--- src/rtl/cache_refill_ctrl.sv ---
// cache_refill_ctrl: refills one direct-mapped cache block from word-wide memory.
// It fetches WORDS beats over a req/ack handshake, assembles them into a cache
// line, and presents the line with a one-cycle line_valid pulse.
// Optional build macro: CRITICAL_WORD_FIRST_EN. It fetches the missed word first,
// wraps within the block, and pulses crit_valid/crit_data after the first beat.
//
// state | meaning
// IDLE  | waiting for miss_req; base/offset latched on the strobe
// FETCH | one word per acked beat, mem_req held until the last ack
// DONE  | line_valid pulse with line_data/line_addr, then back to IDLE
module cache_refill_ctrl #(
    parameter int ADDR_W = 10,
    parameter int DATA_W = 32,
    parameter int WORDS  = 4
) (
    input  logic                      clk,
    input  logic                      reset,
    input  logic                      miss_req,
    input  logic [ADDR_W-1:0]         miss_addr,
    output logic                      busy,
    output logic                      mem_req,
    output logic [ADDR_W-1:0]         mem_addr,
    input  logic [DATA_W-1:0]         mem_rdata,
    input  logic                      mem_ack,
    output logic [WORDS*DATA_W-1:0]   line_data,
    output logic [ADDR_W-1:0]         line_addr,
    output logic                      line_valid,
    output logic                      crit_valid,
    output logic [DATA_W-1:0]         crit_data
);

    localparam int OFF_W = $clog2(WORDS);

    typedef enum logic [1:0] {S_IDLE, S_FETCH, S_DONE} state_t;

    state_t                   state_q, state_d;
    logic [OFF_W-1:0]         cnt_q, cnt_d;
    logic [OFF_W-1:0]         idx;
    logic [ADDR_W-OFF_W-1:0]  base_q;
    logic [WORDS*DATA_W-1:0]  line_data_q;
    logic [ADDR_W-1:0]        line_addr_q;
    logic                     beat;
    logic                     last_beat;

    // Next-state and handshake outputs; mem_req derives from state so reset drops it at once.
    always_comb begin
        state_d    = state_q;
        cnt_d      = cnt_q;
        busy       = 1'b0;
        mem_req    = 1'b0;
        line_valid = 1'b0;
        beat       = 1'b0;
        last_beat  = 1'b0;
        unique case (state_q)
            S_IDLE: begin
                cnt_d = '0;
                if (miss_req) state_d = S_FETCH;
            end
            S_FETCH: begin
                busy    = 1'b1;
                mem_req = 1'b1;
                if (mem_ack) begin
                    beat  = 1'b1;
                    cnt_d = cnt_q + 1'b1;
                    if (cnt_q == OFF_W'(WORDS - 1)) begin
                        last_beat = 1'b1;
                        state_d   = S_DONE;
                    end
                end
            end
            S_DONE: begin
                busy       = 1'b1;
                line_valid = 1'b1;
                state_d    = S_IDLE;
            end
            default: state_d = S_IDLE;
        endcase
    end

    // State and beat counter registers.
    always_ff @(posedge clk or posedge reset) begin
        if (reset) begin
            state_q <= S_IDLE;
            cnt_q   <= '0;
        end else begin
            state_q <= state_d;
            cnt_q   <= cnt_d;
        end
    end

    // Block base latch and line assembly; slots persist across refills.
    always_ff @(posedge clk or posedge reset) begin
        if (reset) begin
            base_q      <= '0;
            line_data_q <= '0;
            line_addr_q <= '0;
        end else begin
            if (state_q == S_IDLE && miss_req) base_q <= miss_addr[ADDR_W-1:OFF_W];
            if (beat) line_data_q[idx*DATA_W +: DATA_W] <= mem_rdata;
            if (last_beat) line_addr_q <= {base_q, {OFF_W{1'b0}}};
        end
    end

    assign mem_addr  = mem_req ? {base_q, idx} : '0;
    assign line_data = line_data_q;
    assign line_addr = line_addr_q;

`ifdef CRITICAL_WORD_FIRST_EN
    logic [OFF_W-1:0]  off_q;
    logic              crit_valid_q;
    logic [DATA_W-1:0] crit_data_q;

    // Offset arithmetic is OFF_W bits wide, so the fetch wraps inside the block.
    assign idx = off_q + cnt_q;

    // Missed-word offset latch and critical-word pulse after the first accepted beat.
    always_ff @(posedge clk or posedge reset) begin
        if (reset) begin
            off_q        <= '0;
            crit_valid_q <= 1'b0;
            crit_data_q  <= '0;
        end else begin
            if (state_q == S_IDLE && miss_req) off_q <= miss_addr[OFF_W-1:0];
            crit_valid_q <= beat && (cnt_q == '0);
            if (beat && (cnt_q == '0)) crit_data_q <= mem_rdata;
        end
    end

    assign crit_valid = crit_valid_q;
    assign crit_data  = crit_data_q;
`else
    logic unused_off;

    assign idx        = cnt_q;
    assign unused_off = ^miss_addr[OFF_W-1:0];
    assign crit_valid = 1'b0;
    assign crit_data  = '0;
`endif

endmodule

--- config.mk ---
export PLATFORM = sky130hd
export DESIGN_NAME = cache_refill_ctrl
export DESIGN_NICKNAME = d
export VERILOG_FILES = /design/src/rtl/cache_refill_ctrl.sv
export SDC_FILE = /design/constraint.sdc
export NUM_CORES = 1
export LEC_CHECK = 0
export BUFFER_PORTS_ARGS = -buffer_cell sky130_fd_sc_hd__buf_2
export CAP_MARGIN = 20
export CORE_MARGIN = 3
export CORE_UTILIZATION = 25
export DETAILED_ROUTE_END_ITERATION = 7
export GPL_ROUTABILITY_DRIVEN = 1
export PLACE_DENSITY_LB_ADDON = 0.12
export SLEW_MARGIN = 20
export SYNTH_ARGS = -nofsm -noshare
export SYNTH_HDL_FRONTEND = slang
export SYNTH_SLANG_ARGS = --single-unit
--- constraint.sdc ---
create_clock -name clk -period 6.6 [get_ports clk]
set_clock_uncertainty 0.2 [all_clocks]
set_input_delay 0.99 -clock clk [delete_from_list [all_inputs] [get_ports clk]]
set_output_delay 0.99 -clock clk [all_outputs]
set_load 0.01 [all_outputs]
After elaboration in Yosys (flattened, before gate mapping)
Cells that the tools add are included.
{"block": "totals", "mem_bits_rw": 0, "register_bits": 148, "latch_bits": 0, "memories": 0, "wordCells": 37, "romBits": 0}
{"block": "op_classes", "bitwise_logic": 0, "n_div": 0, "shifts": 2, "add_sub_neg": 2, "reduce_logical": 6, "mul": 0, "magnitude_cmp": 0, "n_eq_ne": 6, "muxes": 16}
{"operator": "128-bit bitwise mux", "n": 1}
{"operator": "32-bit by 34-bit variable shift with 128-bit output (first input constant)", "n": 1}
{"operator": "32-bit by 34-bit variable part select with 128-bit output", "n": 1}
{"operator": "7-bit negation with 34-bit output", "n": 1}
{"operator": "10-bit two-way mux", "n": 1}
{"operator": "1-bit two-way mux", "n": 8}
{"operator": "2-bit two-way mux", "n": 4}
{"operator": "2-bit one-hot mux with 2 select lines", "n": 2}
{"operator": "2-bit inequality test (second input constant)", "n": 3}
{"operator": "2-bit equality test (second input constant)", "n": 2}
{"operator": "3-bit AND reduction", "n": 1}
{"operator": "2-bit by 1-bit adder with 2-bit output (second input constant)", "n": 1}
{"operator": "2-bit by 1-bit equality test with 1-bit output (second input constant)", "n": 1}
{"operator": "2-bit logical NOT", "n": 1}
{"operator": "2-bit AND reduction", "n": 1}
{"operator": "2-bit nonzero test", "n": 1}
{"operator": "2-bit OR reduction", "n": 1}
{"operator": "1-bit logical AND", "n": 1}

Longest topological paths before layout
{"block": "logic_depth", "depth_word": 4, "mapped_depth": 7}

Worst setup path before layout
No wires, ideal clock.
{"block": "synth_path", "path_kind": "input -> register", "startpoint": "in mem_ack", "endpoint": "reg line_data_q[64] (netlist: line_data[64])", "path_stages": 5, "required_time_ns": 6.317, "path_slack_ns": 4.285, "n_path_buf": 2, "arrival_ns": 2.032, "cell_sequence": "buf_2 nand3_1 or4_1 buf_2 o21ai_0"}
{"block": "synth_between", "elab_chain_cells": 2}
{"item": "from (decl)", "line_no": "24", "rtl": "input logic mem_ack,"}
{"item": "1-bit two-way mux", "line_no": "62", "rtl": "if (mem_ack) begin"}
{"item": "1-bit two-way mux", "line_no": "54", "rtl": "unique case (state_q)"}
{"item": "to (signal, indexed assignment)", "line_no": "99", "rtl": "if (beat) line_data_q[idx*DATA_W +: DATA_W] <= mem_rdata;"}
{"item": "to (decl)", "line_no": "40", "rtl": "logic [WORDS*DATA_W-1:0] line_data_q;"}
Every way passes these cells.
A chain may end at the register's enable or synchronous reset.

Worst setup path in the final report
{"block": "layout_path", "startpoint": "reg cnt_q[0]", "endpoint": "reg line_data_q[6] (netlist: line_data[6])"}
{"block": "layout_between", "elab_chain_cells": 3, "elab_cells_between_ends": 4, "cone_classes": "add/sub: 1; shift: 2; mux: 1"}
{"item": "from (decl)", "line_no": "37", "rtl": "logic [OFF_W-1:0] cnt_q, cnt_d;"}
{"item": "from (signal assigned)", "line_no": "87", "rtl": "cnt_q <= cnt_d;"}
{"item": "7-bit negation with 34-bit output *", "line_no": "99"}
{"item": "32-bit by 34-bit variable part select with 128-bit output / 32-bit by 34-bit variable shift with 128-bit output (equally long branches)", "line_no": "99"}
{"item": "128-bit bitwise mux *", "line_no": "99"}
Mark *: on every way between the ends. The rest lies on a longest branch, timed or not.

==> flow_summary.json <==
{
  "status": "finished clean",
  "wl_per_cell_um": 18.16,
  "combinationalPowerShare_pct": 26.5,
  "fin_tns_setup_ps": 0,
  "coreArea_um2": 22920,
  "gp_congestion": 0.7797,
  "drt-total-wl_um": 18250,
  "cts_max_level": 4,
  "grt_antenna_before_repair": 0,
  "met3WireLength_um": 1119,
  "finalCritPeriodShare_pct": 55.71,
  "power_frac_seq_pct": 40.4,
  "worstSetupEndpointType": "flip-flop",
  "drc": 0,
  "yosys.area.top_type_share_pct": 62.67,
  "rsz0062_at_grt": "false",
  "finalSetupViolations": 0,
  "cts-root-buf": "clkbuf_16",
  "finalMaxSlewViolations": 0,
  "hold_viol": 0,
  "grt_overflow_total": 0,
  "numPortBuffers": 192,
  "swShare_pct": 33.41,
  "crit_required_ps": 6750,
  "arrival_ps": 3830,
  "start_util_pct": 25.79,
  "clk_path_buf_depth": 2,
  "clk_pin_slew_ps": 60,
  "wl_met1_um": 8279,
  "synthMostInstantiatedCell": "dfrtp_1",
  "seq_area_frac_synth_pct": 62.67,
  "area_growth_syn_to_layout_pct": 30.11,
  "avgSynthCellArea_um2": 11.99,
  "synthArstFlopShare_pct": 100.0,
  "wl_met2_um": 8644,
  "drtAntennaViolNets": 0,
  "syn-instance-count": 493,
  "hold_class": "flip-flop to flip-flop",
  "yosysUniqueCellTypes": 22,
  "cpPeakStageDelay_ps": 770,
  "drt_first_pass_iters": 4,
  "power_frac_clock_pct": 33.1,
  "slew_headroom_pct": 34.10,
  "highest_layer": "met4",
  "p_int_mw": 1.939,
  "worst_slew_pin_slew_ps": 987.4,
  "die-area_um2": 25520,
  "dr.first_iter.drc_count": 183,
  "drive_gt1_share_pct": 37.14,
  "nNetsFinal": 735,
  "synth_top_area_cell": "dfrtp_1",
  "num_antenna_cells": 0,
  "fp.dieW_um": 159.7,
  "ys_top_cells_by_count": "148 x dfrtp_1, 78 x nand2_1, 74 x a22o_1",
  "p_per_area_nw_per_um2": 378.8,
  "peakVddDrop_v": 0.0001507,
  "grt_pass1_vias": 4648,
  "cts_tree": "yes",
  "n_fill_cell": 2351,
  "ys_warn_count": 0,
  "synth_edf_count": 0,
  "cts_setup_buffers": 0,
  "netlist_area_um2": 5909,
  "worstPathCellList": "inv_1, ha_1, nand3_2, nor4b_4, buf_4, a22o_1",
  "ctsHoldBuffers": 0,
  "fmax_mhz": 272.0,
  "start_kind": "flip-flop",
  "drv_cap": 0,
  "worstSetupPathType": "flip-flop to flip-flop",
  "fin_util_pct": 33.55,
  "fin_crit_ps": 3677,
  "rows": 55,
  "critical_path.max_fanout": 33,
  "p_sw_mw": 0.9731,
  "grt_max_degree": 81,
  "die_y_um": 159.7,
  "clk_latency_ps": 420,
  "grt_usage_pct": 14.44,
  "cts_repair_resize_count": 0,
  "grt_pass1_wl_um": 28500,
  "synth_top_cells_by_area": "dfrtp_1 63%, a22o_1 11%, nand2_1 5.0%, o21ai_0 4.7%, buf_4 4.4%",
  "dpl.hpwl_um": 12370,
  "vias": 4413,
  "power_leakage_nw": 4.044,
  "ys_seq_elements": 148,
  "ios": 230,
  "cts_num_sinks": 148,
  "synth-main-ff-cell": "dfrtp_1",
  "slowest_stage": "nand3_2",
  "routed_via_density": 4.391,
  "cts-buffers-inserted": 17
}
## registers in the layout, summed over array words and instances, names as in the netlist
register   cells
state_q        2
cnt_q          2
line_data    128
line_addr      8
base_q         8
## power groups by stage
| stage | clock network, mW | logic (mW) | registers, mW |
|---|---|---|---|
| floorplan | 0 | 0.414 | 1.23 |
| detailed placement | 0 | 0.780 | 1.19 |
| finish | 0.964 | 0.772 | 1.18 |
| CTS | 0.993 | 0.780 | 1.18 |
| global placement | 0 | 0.764 | 1.18 |
| global route | 1.03 | 0.847 | 1.20 |
## per-layer routing
metal | GRT usage (%) | up-vias
li1 | - | 2025
met1 | 19.13 | 2220
met2 | 23.14 | 151
met3 | 4.384 | 17
met4 | 3.661 | 0
met5 | 0 | -
## worst max-delay path, delay by kind of cell (launching register included)
kind	cells	cell delay, ps
buffers and inverters	2	750
adder cells (fa/ha/maj)	1	440
AO/OA/AOI/OAI	1	190
AND/OR/NAND/NOR	2	1490
flip-flops	1	510
## worst paths after layout
kind,start,endpoint,slack (ps),cells past startpoint
max,cnt_q[0]$_DFFE_PP0P_,line_data[6]$_DFFE_PP0P_,2920,6
min,line_data[74]$_DFFE_PP0P_,line_data[74]$_DFFE_PP0P_,280,2
max reg2reg,cnt_q[0]$_DFFE_PP0P_,line_data[6]$_DFFE_PP0P_,2920,6
min reg2reg,line_data[74]$_DFFE_PP0P_,line_data[74]$_DFFE_PP0P_,280,2
max in group asynchronous,reset,line_data[91]$_DFFE_PP0P_,4310,3
min in group asynchronous,reset,line_data[98]$_DFFE_PP0P_,510,2
## final cells by class
cell class              instances  area, um2  area share, %
clock buffers                  17      425.4          5.533
clock inverters                14      142.6          1.855
inverters                       9      38.79         0.5045
multi-input cells             305       1973          25.66
flip-flops and latches        148       3704          48.17
well taps                     313      391.6          5.094
repair buffers                199       1013          13.18
## stage by stage
stage / power (mW) / cells / worst slack [ps] / hold WS (ps) / instance area, um2
floorplan: 1.648 / 527 / 1430 / 289.8 / 6037
global placement: 1.948 / 974 / 2712 / 258.8 / 7103
detailed placement: 1.971 / 974 / 2658 / 265.3 / 7103
CTS: 2.951 / 1005 / 2622 / 279.6 / 7671
global route: 3.081 / 1005 / 2700 / 303.3 / 7689
finish: 2.912 / 1005 / 2923 / 275.2 / 7689
## kinds of logic after synthesis
kind of cell	Yosys count	share of synthesized area, %
DFF	148	62.67
AOI/OAI and AO/OA	131	15.96
and+or+nand+nor	111	8.596
buffers and inverters	74	7.199
muxes	19	3.599
adders and majority gates	9	1.906
other	1	0.06346
## cells in the final DEF (no fill, tap or decap)
| master | instances |
|---|---|
| buf_2 | 192 |
| dfrtp_1 | 148 |
| nand2_1 | 78 |
| a22o_1 | 74 |
| o21ai_0 | 55 |
| conb_1 | 35 |
| mux2_2 | 18 |
| clkbuf_16 | 17 |
| nand2b_1 | 11 |
| and2_1 | 10 |
| ha_1 | 9 |
| inv_1 | 8 |
| buf_4 | 7 |
| inv_6 | 6 |
| nand3_2 | 4 |
| clkinvlp_4 | 4 |
| or4_1 | 3 |
| inv_8 | 3 |
| nor4b_4 | 2 |
| nor4_2 | 1 |
| nor4_4 | 1 |
| a222oi_1 | 1 |
| nand3_1 | 1 |
| mux2i_1 | 1 |
| a32o_1 | 1 |
| clkinv_2 | 1 |
| bufinv_16 | 1 |
(Power assumes the default switching activity.)
